===== config.mk =====
export PLATFORM = sky130hd
export DESIGN_NAME = rdagent_collector_flat
export DESIGN_NICKNAME = d
export VERILOG_FILES = /design/src/rtl/rdagent_collector_pkg.sv /design/src/rtl/rdagent_collector_if.sv /design/src/rtl/rdagent_collector_fifo.sv /design/src/rtl/rdagent_collector.sv /design/src/flat_wrapper.sv
export SDC_FILE = /design/constraint.sdc
export NUM_CORES = 1
export LEC_CHECK = 0
export ABC_CLOCK_PERIOD_IN_PS = 3150
export BUFFER_PORTS_ARGS = -buffer_cell sky130_fd_sc_hd__buf_2
export CELL_PAD_IN_SITES_DETAIL_PLACEMENT = 1
export CELL_PAD_IN_SITES_GLOBAL_PLACEMENT = 1
export CORE_MARGIN = 5
export CORE_UTILIZATION = 34
export DETAILED_ROUTE_END_ITERATION = 8
export PLACE_DENSITY_LB_ADDON = 0.3
export SETUP_SLACK_MARGIN = 0.3
export SYNTH_ARGS = -nofsm -noshare
export SYNTH_HDL_FRONTEND = slang
export SYNTH_HIERARCHICAL = 1
export SYNTH_SLANG_ARGS = --single-unit

===== constraint.sdc =====
create_clock -name aclk -period 3.15 [get_ports aclk]
set_clock_uncertainty 0.1 [all_clocks]
set_input_delay 0.315 -clock aclk [delete_from_list [all_inputs] [get_ports aclk]]
set_output_delay 0.315 -clock aclk [all_outputs]
set_load 0.05 [all_outputs]

===== src/rtl/rdagent_collector_pkg.sv =====
// Shared definitions for the multi-bank RAM read path.
// sel_width: bank-select width for a given agent count, never below 1 bit.
package meduram_pkg;

  function automatic int unsigned sel_width(input int unsigned n);
    return (n > 1) ? $clog2(n) : 1;
  endfunction

endpackage


===== src/rtl/rdagent_collector_if.sv =====
// Read request / read response handshake bundle for one read agent.
//   rdreq_*  : request channel (valid/ready, address)
//   rdresp_* : response channel (valid/ready, data)
// master = requester side, slave = collector side.
interface rdagent_collector_if #(
  parameter int unsigned ADDR_WIDTH = 8,
  parameter int unsigned DATA_WIDTH = 32
);
  logic                  rdreq_valid;
  logic                  rdreq_ready;
  logic [ADDR_WIDTH-1:0] rdreq_addr;
  logic                  rdresp_valid;
  logic                  rdresp_ready;
  logic [DATA_WIDTH-1:0] rdresp_data;

  modport master (
    output rdreq_valid, rdreq_addr, rdresp_ready,
    input  rdreq_ready, rdresp_valid, rdresp_data
  );

  modport slave (
    input  rdreq_valid, rdreq_addr, rdresp_ready,
    output rdreq_ready, rdresp_valid, rdresp_data
  );
endinterface


===== src/rtl/rdagent_collector_fifo.sv =====
// rdresp_fifo: synchronous FIFO with registered full/empty/dout.
//   push/din : write side      pop : read side (ignored while empty)
//   full/empty/dout : registered status and head-of-queue data
module rdresp_fifo #(
  parameter int unsigned DEPTH = 4,
  parameter int unsigned WIDTH = 32
) (
  input  logic             clk,
  input  logic             rst_n,
  input  logic             push,
  input  logic             pop,
  input  logic [WIDTH-1:0] din,
  output logic             full,
  output logic             empty,
  output logic [WIDTH-1:0] dout
);
  localparam int unsigned AW = $clog2(DEPTH);

  logic [AW:0]      wptr_q, wptr_d, rptr_q, rptr_d;
  logic             full_q, full_d, empty_q, empty_d;
  logic [WIDTH-1:0] dout_q, dout_d;
  logic [WIDTH-1:0] mem_q [DEPTH];
  logic             pop_ok;

  assign pop_ok = pop & ~empty_q;

  always_comb begin
    wptr_d  = push   ? wptr_q + 1'b1 : wptr_q;
    rptr_d  = pop_ok ? rptr_q + 1'b1 : rptr_q;
    empty_d = (wptr_d == rptr_d);
    full_d  = (wptr_d[AW] != rptr_d[AW]) && (wptr_d[AW-1:0] == rptr_d[AW-1:0]);
    // Registered head: if the slot being written becomes the head, forward din.
    if (push && (wptr_q == rptr_d)) begin
      dout_d = din;
    end else begin
      dout_d = mem_q[rptr_d[AW-1:0]];
    end
  end

  always_ff @(posedge clk) begin
    if (push) begin
      mem_q[wptr_q[AW-1:0]] <= din;
    end
  end

  always_ff @(posedge clk or negedge rst_n) begin
    if (!rst_n) begin
      wptr_q  <= '0;
      rptr_q  <= '0;
      full_q  <= 1'b0;
      empty_q <= 1'b1;
      dout_q  <= '0;
    end else begin
      wptr_q  <= wptr_d;
      rptr_q  <= rptr_d;
      full_q  <= full_d;
      empty_q <= empty_d;
      dout_q  <= dout_d;
    end
  end

  assign full  = full_q;
  assign empty = empty_q;
  assign dout  = dout_q;
endmodule


===== src/rtl/rdagent_collector.sv =====
// Read-side collector for one read agent of the multi-bank RAM.
//   aclk/aresetn  : clock, async active-low reset
//   rd            : request/response handshake (slave modport)
//   bank_rden/bank_rdaddr : broadcast read to all banks and the accounter
//   acc_rdselect  : accounter's owning-bank select for bank_rdaddr
//   bank_rddata   : concatenated bank outputs, bank i at [DATA_WIDTH*i +: DATA_WIDTH]
module rdagent_collector
  import meduram_pkg::*;
#(
  parameter int unsigned ADDR_WIDTH   = 8,
  parameter int unsigned DATA_WIDTH   = 32,
  parameter int unsigned NB_WRAGENT   = 2,
  parameter int unsigned SELECT_WIDTH = sel_width(NB_WRAGENT),
  parameter int unsigned RD_LATENCY   = 1,
  parameter int unsigned FIFO_DEPTH   = 4
) (
  input  logic                             aclk,
  input  logic                             aresetn,
  rdagent_collector_if.slave               rd,
  output logic                             bank_rden,
  output logic [ADDR_WIDTH-1:0]            bank_rdaddr,
  input  logic [SELECT_WIDTH-1:0]          acc_rdselect,
  input  logic [NB_WRAGENT*DATA_WIDTH-1:0] bank_rddata
);
  localparam int unsigned CW = $clog2(FIFO_DEPTH) + 1;

  typedef struct packed {
    logic                    valid;
    logic [SELECT_WIDTH-1:0] sel;
  } rdpipe_t;

  if (RD_LATENCY < 1) begin : g_chk_lat
    $error("RD_LATENCY must be at least 1");
  end
  if (FIFO_DEPTH < RD_LATENCY + 1) begin : g_chk_depth
    $error("FIFO_DEPTH must be at least RD_LATENCY+1");
  end
  if ((FIFO_DEPTH & (FIFO_DEPTH - 1)) != 0) begin : g_chk_pow2
    $error("FIFO_DEPTH must be a power of 2");
  end

  logic [CW-1:0]                credits_q, credits_d;
  rdpipe_t [RD_LATENCY-1:0]     pipe_q, pipe_d;
  rdpipe_t                      tail;
  logic                         issue, pop, push;
  logic [DATA_WIDTH-1:0]        push_data, fifo_dout;
  logic                         fifo_full, fifo_empty;

  assign rd.rdreq_ready = (credits_q != '0);
  assign issue          = rd.rdreq_valid & rd.rdreq_ready;
  assign pop            = ~fifo_empty & rd.rdresp_ready;
  assign bank_rden      = issue;
  assign bank_rdaddr    = rd.rdreq_addr;

  // Credits = free FIFO slots minus reads in flight.
  always_comb begin
    credits_d = credits_q;
    if (issue && !pop) begin
      credits_d = credits_q - 1'b1;
    end else if (pop && !issue) begin
      credits_d = credits_q + 1'b1;
    end
  end

  always_comb begin
    pipe_d[0] = '{valid: issue, sel: acc_rdselect};
    for (int unsigned i = 1; i < RD_LATENCY; i++) begin
      pipe_d[i] = pipe_q[i-1];
    end
  end

  assign tail = pipe_q[RD_LATENCY-1];
  assign push = tail.valid;

  // Out-of-range selects match no bank and return zero.
  always_comb begin
    push_data = '0;
    for (int unsigned i = 0; i < NB_WRAGENT; i++) begin
      if (tail.sel == SELECT_WIDTH'(i)) begin
        push_data = bank_rddata[DATA_WIDTH*i +: DATA_WIDTH];
      end
    end
  end

  always_ff @(posedge aclk or negedge aresetn) begin
    if (!aresetn) begin
      credits_q <= CW'(FIFO_DEPTH);
      pipe_q    <= '0;
    end else begin
      credits_q <= credits_d;
      pipe_q    <= pipe_d;
    end
  end

  rdresp_fifo #(
    .DEPTH (FIFO_DEPTH),
    .WIDTH (DATA_WIDTH)
  ) u_fifo (
    .clk   (aclk),
    .rst_n (aresetn),
    .push  (push & ~fifo_full),
    .pop   (pop),
    .din   (push_data),
    .full  (fifo_full),
    .empty (fifo_empty),
    .dout  (fifo_dout)
  );

  assign rd.rdresp_valid = ~fifo_empty;
  assign rd.rdresp_data  = fifo_dout;
endmodule


===== src/flat_wrapper.sv =====
// flat-port wrapper written by rule: the top's interface ports become plain ports
module rdagent_collector_flat import meduram_pkg::*;
#(
  parameter int unsigned ADDR_WIDTH   = 8,
  parameter int unsigned DATA_WIDTH   = 32,
  parameter int unsigned NB_WRAGENT   = 2,
  parameter int unsigned SELECT_WIDTH = sel_width(NB_WRAGENT),
  parameter int unsigned RD_LATENCY   = 1,
  parameter int unsigned FIFO_DEPTH   = 4
)
  (aclk, aresetn, bank_rden, bank_rdaddr, acc_rdselect, bank_rddata, rd_rdreq_valid, rd_rdreq_addr, rd_rdresp_ready, rd_rdreq_ready, rd_rdresp_valid, rd_rdresp_data);
  rdagent_collector_if #(.ADDR_WIDTH(ADDR_WIDTH), .DATA_WIDTH(DATA_WIDTH)) rd_i ();
  input  logic aclk;
  input  logic aresetn;
  output logic bank_rden;
  output logic [ADDR_WIDTH-1:0] bank_rdaddr;
  input  logic [SELECT_WIDTH-1:0] acc_rdselect;
  input  logic [NB_WRAGENT*DATA_WIDTH-1:0] bank_rddata;
  input wire logic [$bits(rd_i.rdreq_valid)-1:0] rd_rdreq_valid;
  input wire logic [$bits(rd_i.rdreq_addr)-1:0] rd_rdreq_addr;
  input wire logic [$bits(rd_i.rdresp_ready)-1:0] rd_rdresp_ready;
  output wire logic [$bits(rd_i.rdreq_ready)-1:0] rd_rdreq_ready;
  output wire logic [$bits(rd_i.rdresp_valid)-1:0] rd_rdresp_valid;
  output wire logic [$bits(rd_i.rdresp_data)-1:0] rd_rdresp_data;
  assign rd_i.rdreq_valid = rd_rdreq_valid;
  assign rd_i.rdreq_addr = rd_rdreq_addr;
  assign rd_i.rdresp_ready = rd_rdresp_ready;
  assign rd_rdreq_ready = rd_i.rdreq_ready;
  assign rd_rdresp_valid = rd_i.rdresp_valid;
  assign rd_rdresp_data = rd_i.rdresp_data;
  rdagent_collector #(.ADDR_WIDTH(ADDR_WIDTH), .DATA_WIDTH(DATA_WIDTH), .NB_WRAGENT(NB_WRAGENT), .SELECT_WIDTH(SELECT_WIDTH), .RD_LATENCY(RD_LATENCY), .FIFO_DEPTH(FIFO_DEPTH)) u_core (.aclk(aclk), .aresetn(aresetn), .rd(rd_i), .bank_rden(bank_rden), .bank_rdaddr(bank_rdaddr), .acc_rdselect(acc_rdselect), .bank_rddata(bank_rddata));
endmodule

==> flow_summary.ini <==
[clocking]
numCtsBuffers = 17
cts_root_buf = clkbuf_16
cts_tree = yes
cts-htree-levels = 4
cts.reportedPaths.clkPinSlew_ns = 0.06
cts.sinks = 173
clock_path_buffers = 2
post_cts_buffers = 0
insertion_delay_ns = 0.42

[timing]
setup_tns_ns = 0
hold_violations = 0
fin_crit_ns = 2.54
slew_viol_final = 0
relSlewSlack_pct = 44.9
worstMarginPinSlew_ns = 0.827
finalSetupViolations = 0
fmax_mhz = 394
rsz0062_at_grt = false
period_share_pct = 80.5

[drt]
wl_per_cell_um = 19.8
routed_wl_mm = 14.7
vias = 3444
viasPerCell = 4.62
route.detailed.drc = 0
dr.pass1.iters = 4
ant_nets = 0
initialDrtViolationCount = 142

[floorplanning]
fp.dieW_um = 157
fp-row-count = 53
coreArea_mm2 = 0.0211
die-area_mm2 = 0.0245
top_level_ports = 120
fp.dieH_um = 157
start_util_pct = 34.7

[critical_path]
cp_data_required_time_ns = 3.35
cp-start-kind = flop
cp_max_fo = 7
worst_setup_path_end_kind = flop
critPathArrivalTime_ns = 2.74
path_class = flop to flop

[status]
outcome = completed

[cells_and_area]
finish.utilization_pct = 41.2
final_cell_mix = 128 x edfxtp_1, 103 x buf_2, 60 x mux2_4
final_common_cell = edfxtp_1
area_growth_pct = 18.9
multi_input_area_mm2 = 0.00208
final_layout_size_suffix_gt1_share_pct = 54.9
nets = 541
antenna_cells = 0
fillerInstances = 2056
seqCellArea_mm2 = 0.00497

[grt]
grt_pass1_wl_mm = 22.7
grt_pass1_vias = 3943
grt-ovfl-total = 0
grt_max_degree = 33
antenna_found_initial = 0
track_usage_pct = 12.5

[pwr]
vdd_drop_max_v = 0.000371
power.density_mw_per_mm2 = 1080
total_power_uw = 9380
p_leak_uw = 0.00346

[synth]
avgSynthCellArea_um2 = 21.4
ys_seq_elements = 173
synthDistinctLibCells = 33
yosysSeqAreaShare_pct = 68.0
synthCells = 341
synth_nets = 425
yosysTopAreaCell = edfxtp_1
synth_warnings = 6
synth_top_area_share_pct = 52.6
synth_area_leaders = edfxtp_1 53%, dfrtp_1 15%, mux2_4 12%
netlist_area_mm2 = 0.00731

[min_path]
hold_path_class = primary input to flop

[place]
hpwlAfterDp_mm = 9.77
numPortBuffers = 103
gp_congestion = 0.705

[flow_run]
cap_violations = 0
==> logic make-up after synthesis <==
kind of cell / count (synthesis) / share of synthesized area (%)
AO/OA/AOI/OAI: 1 / 0.0684
XOR/XNOR: 13 / 2.12
adder cells (fa/ha/maj): 7 / 1.30
buffers and inverters: 33 / 3.54
flip-flops: 173 / 68.0
multiplexers: 98 / 23.3
AND/OR/NAND/NOR: 16 / 1.64
==> cell type report <==
| class | instances | area share [%] |
|---|---|---|
| flip-flops and latches | 173 | 57.2 |
| multi-input cells | 135 | 24.0 |
| clock buffers | 23 | 5.50 |
| inverters | 12 | 0.518 |
| clock inverters | 9 | 0.691 |
| repair buffers | 118 | 8.15 |
| well taps | 275 | 3.96 |
==> power by group <==
| group | internal [uW] | leakage [uW] | switching, uW |
|---|---|---|---|
| sequential | 3140 | 0.00169 | 207 |
| combinational | 1900 | 0.00149 | 2230 |
| clock | 1070 | 0.000271 | 820 |
| total | 6120 | 0.00346 | 3260 |
==> cells in the mapped netlist <==
cell / n
o21ai_0: 1
dfstp_2: 2
or3_4: 1
mux2_2: 4
xor2_4: 1
edfxtp_1: 128
buf_12: 3
inv_2: 1
xor2_2: 1
xor2_1: 6
mux2i_4: 1
and3_1: 1
and2_1: 3
nand3b_2: 1
mux2_4: 60
and2_4: 1
mux4_1: 1
xnor2_1: 3
nand2b_4: 1
nand4_4: 1
buf_4: 8
mux4_2: 31
ha_1: 6
nand2_1: 4
dfrtp_1: 43
buf_2: 3
xnor2_2: 2
nor2_1: 2
buf_6: 7
mux2i_1: 1
fa_1: 1
nor2b_1: 1
inv_1: 11
==> state kept, by name, indices dropped and copies added (netlist names) <==
register,count
u_core/u_fifo/empty,1
u_core/u_fifo/mem_q,128
u_core/u_fifo/dout,32
u_core/u_fifo/wptr_q,3
u_core/pipe_q,1
u_core/u_fifo/full,1
u_core/push,1
u_core/credits_q,3
u_core/u_fifo/rptr_q,3
==> final timing paths <==
path                                                 start                          endpoint  slack, ns  cells after the start
setup / recovery             u_core/u_fifo/empty$_DFF_PN1_  u_core/u_fifo/dout[22]$_DFF_PN0_       0.61                      8
min in group asynchronous                          aresetn   u_core/credits_q[1]$_DFFE_PN0P_       0.44                      2
hold / removal                              rd_rdreq_valid             u_core/push$_DFF_PN0_       0.06                      2
setup reg to reg             u_core/u_fifo/empty$_DFF_PN1_  u_core/u_fifo/dout[22]$_DFF_PN0_       0.61                      8
hold reg to reg            u_core/credits_q[0]$_DFFE_PN0P_   u_core/credits_q[0]$_DFFE_PN0P_       0.40                      1
max in group asynchronous                          aresetn        u_core/pipe_q[0]$_DFF_PN0_       1.72                      3
==> routing by layer <==
layer | global-route usage (%) | up-vias | routed length (um)
met2 | 21.2 | 85 | 7640
li1 | - | 1542 | -
met3 | 3.71 | 16 | 646
met5 | 0 | - | 0
met1 | 15.7 | 1801 | 6320
met4 | 3.35 | 0 | 140
==> through the flow <==
step	hold WS [ns]	setup WS [ns]	cells	instance area, um^2
finish	0.0617	0.614	745	8690
global route	0.0429	0.487	745	8690
CTS	0.0365	0.579	745	8690
detailed placement	0.336	0.585	711	8130
global placement	0.323	0.653	711	8130
floorplan	-0.0806	0.580	341	7310
==> timing repair <==
| item | CTS | global route |
|---|---|---|
| hold endpoints to repair | 29 | 0 |
| resized for setup | 0 | 0 |
| hold buffers | 2 | 0 |
| setup endpoints to repair | 0 | 0 |
==> worst max-delay path, cell delays in order (launching register included) <==
cell      delay (ns)
dfstp_2         0.54
inv_1           0.05
nand2_1         0.08
inv_1           0.09
nand2b_4        0.12
xor2_4          0.37
buf_4           0.27
mux4_2          0.52
mux2_4          0.27
No activity file was read; power rests on OpenSTA's default activity.
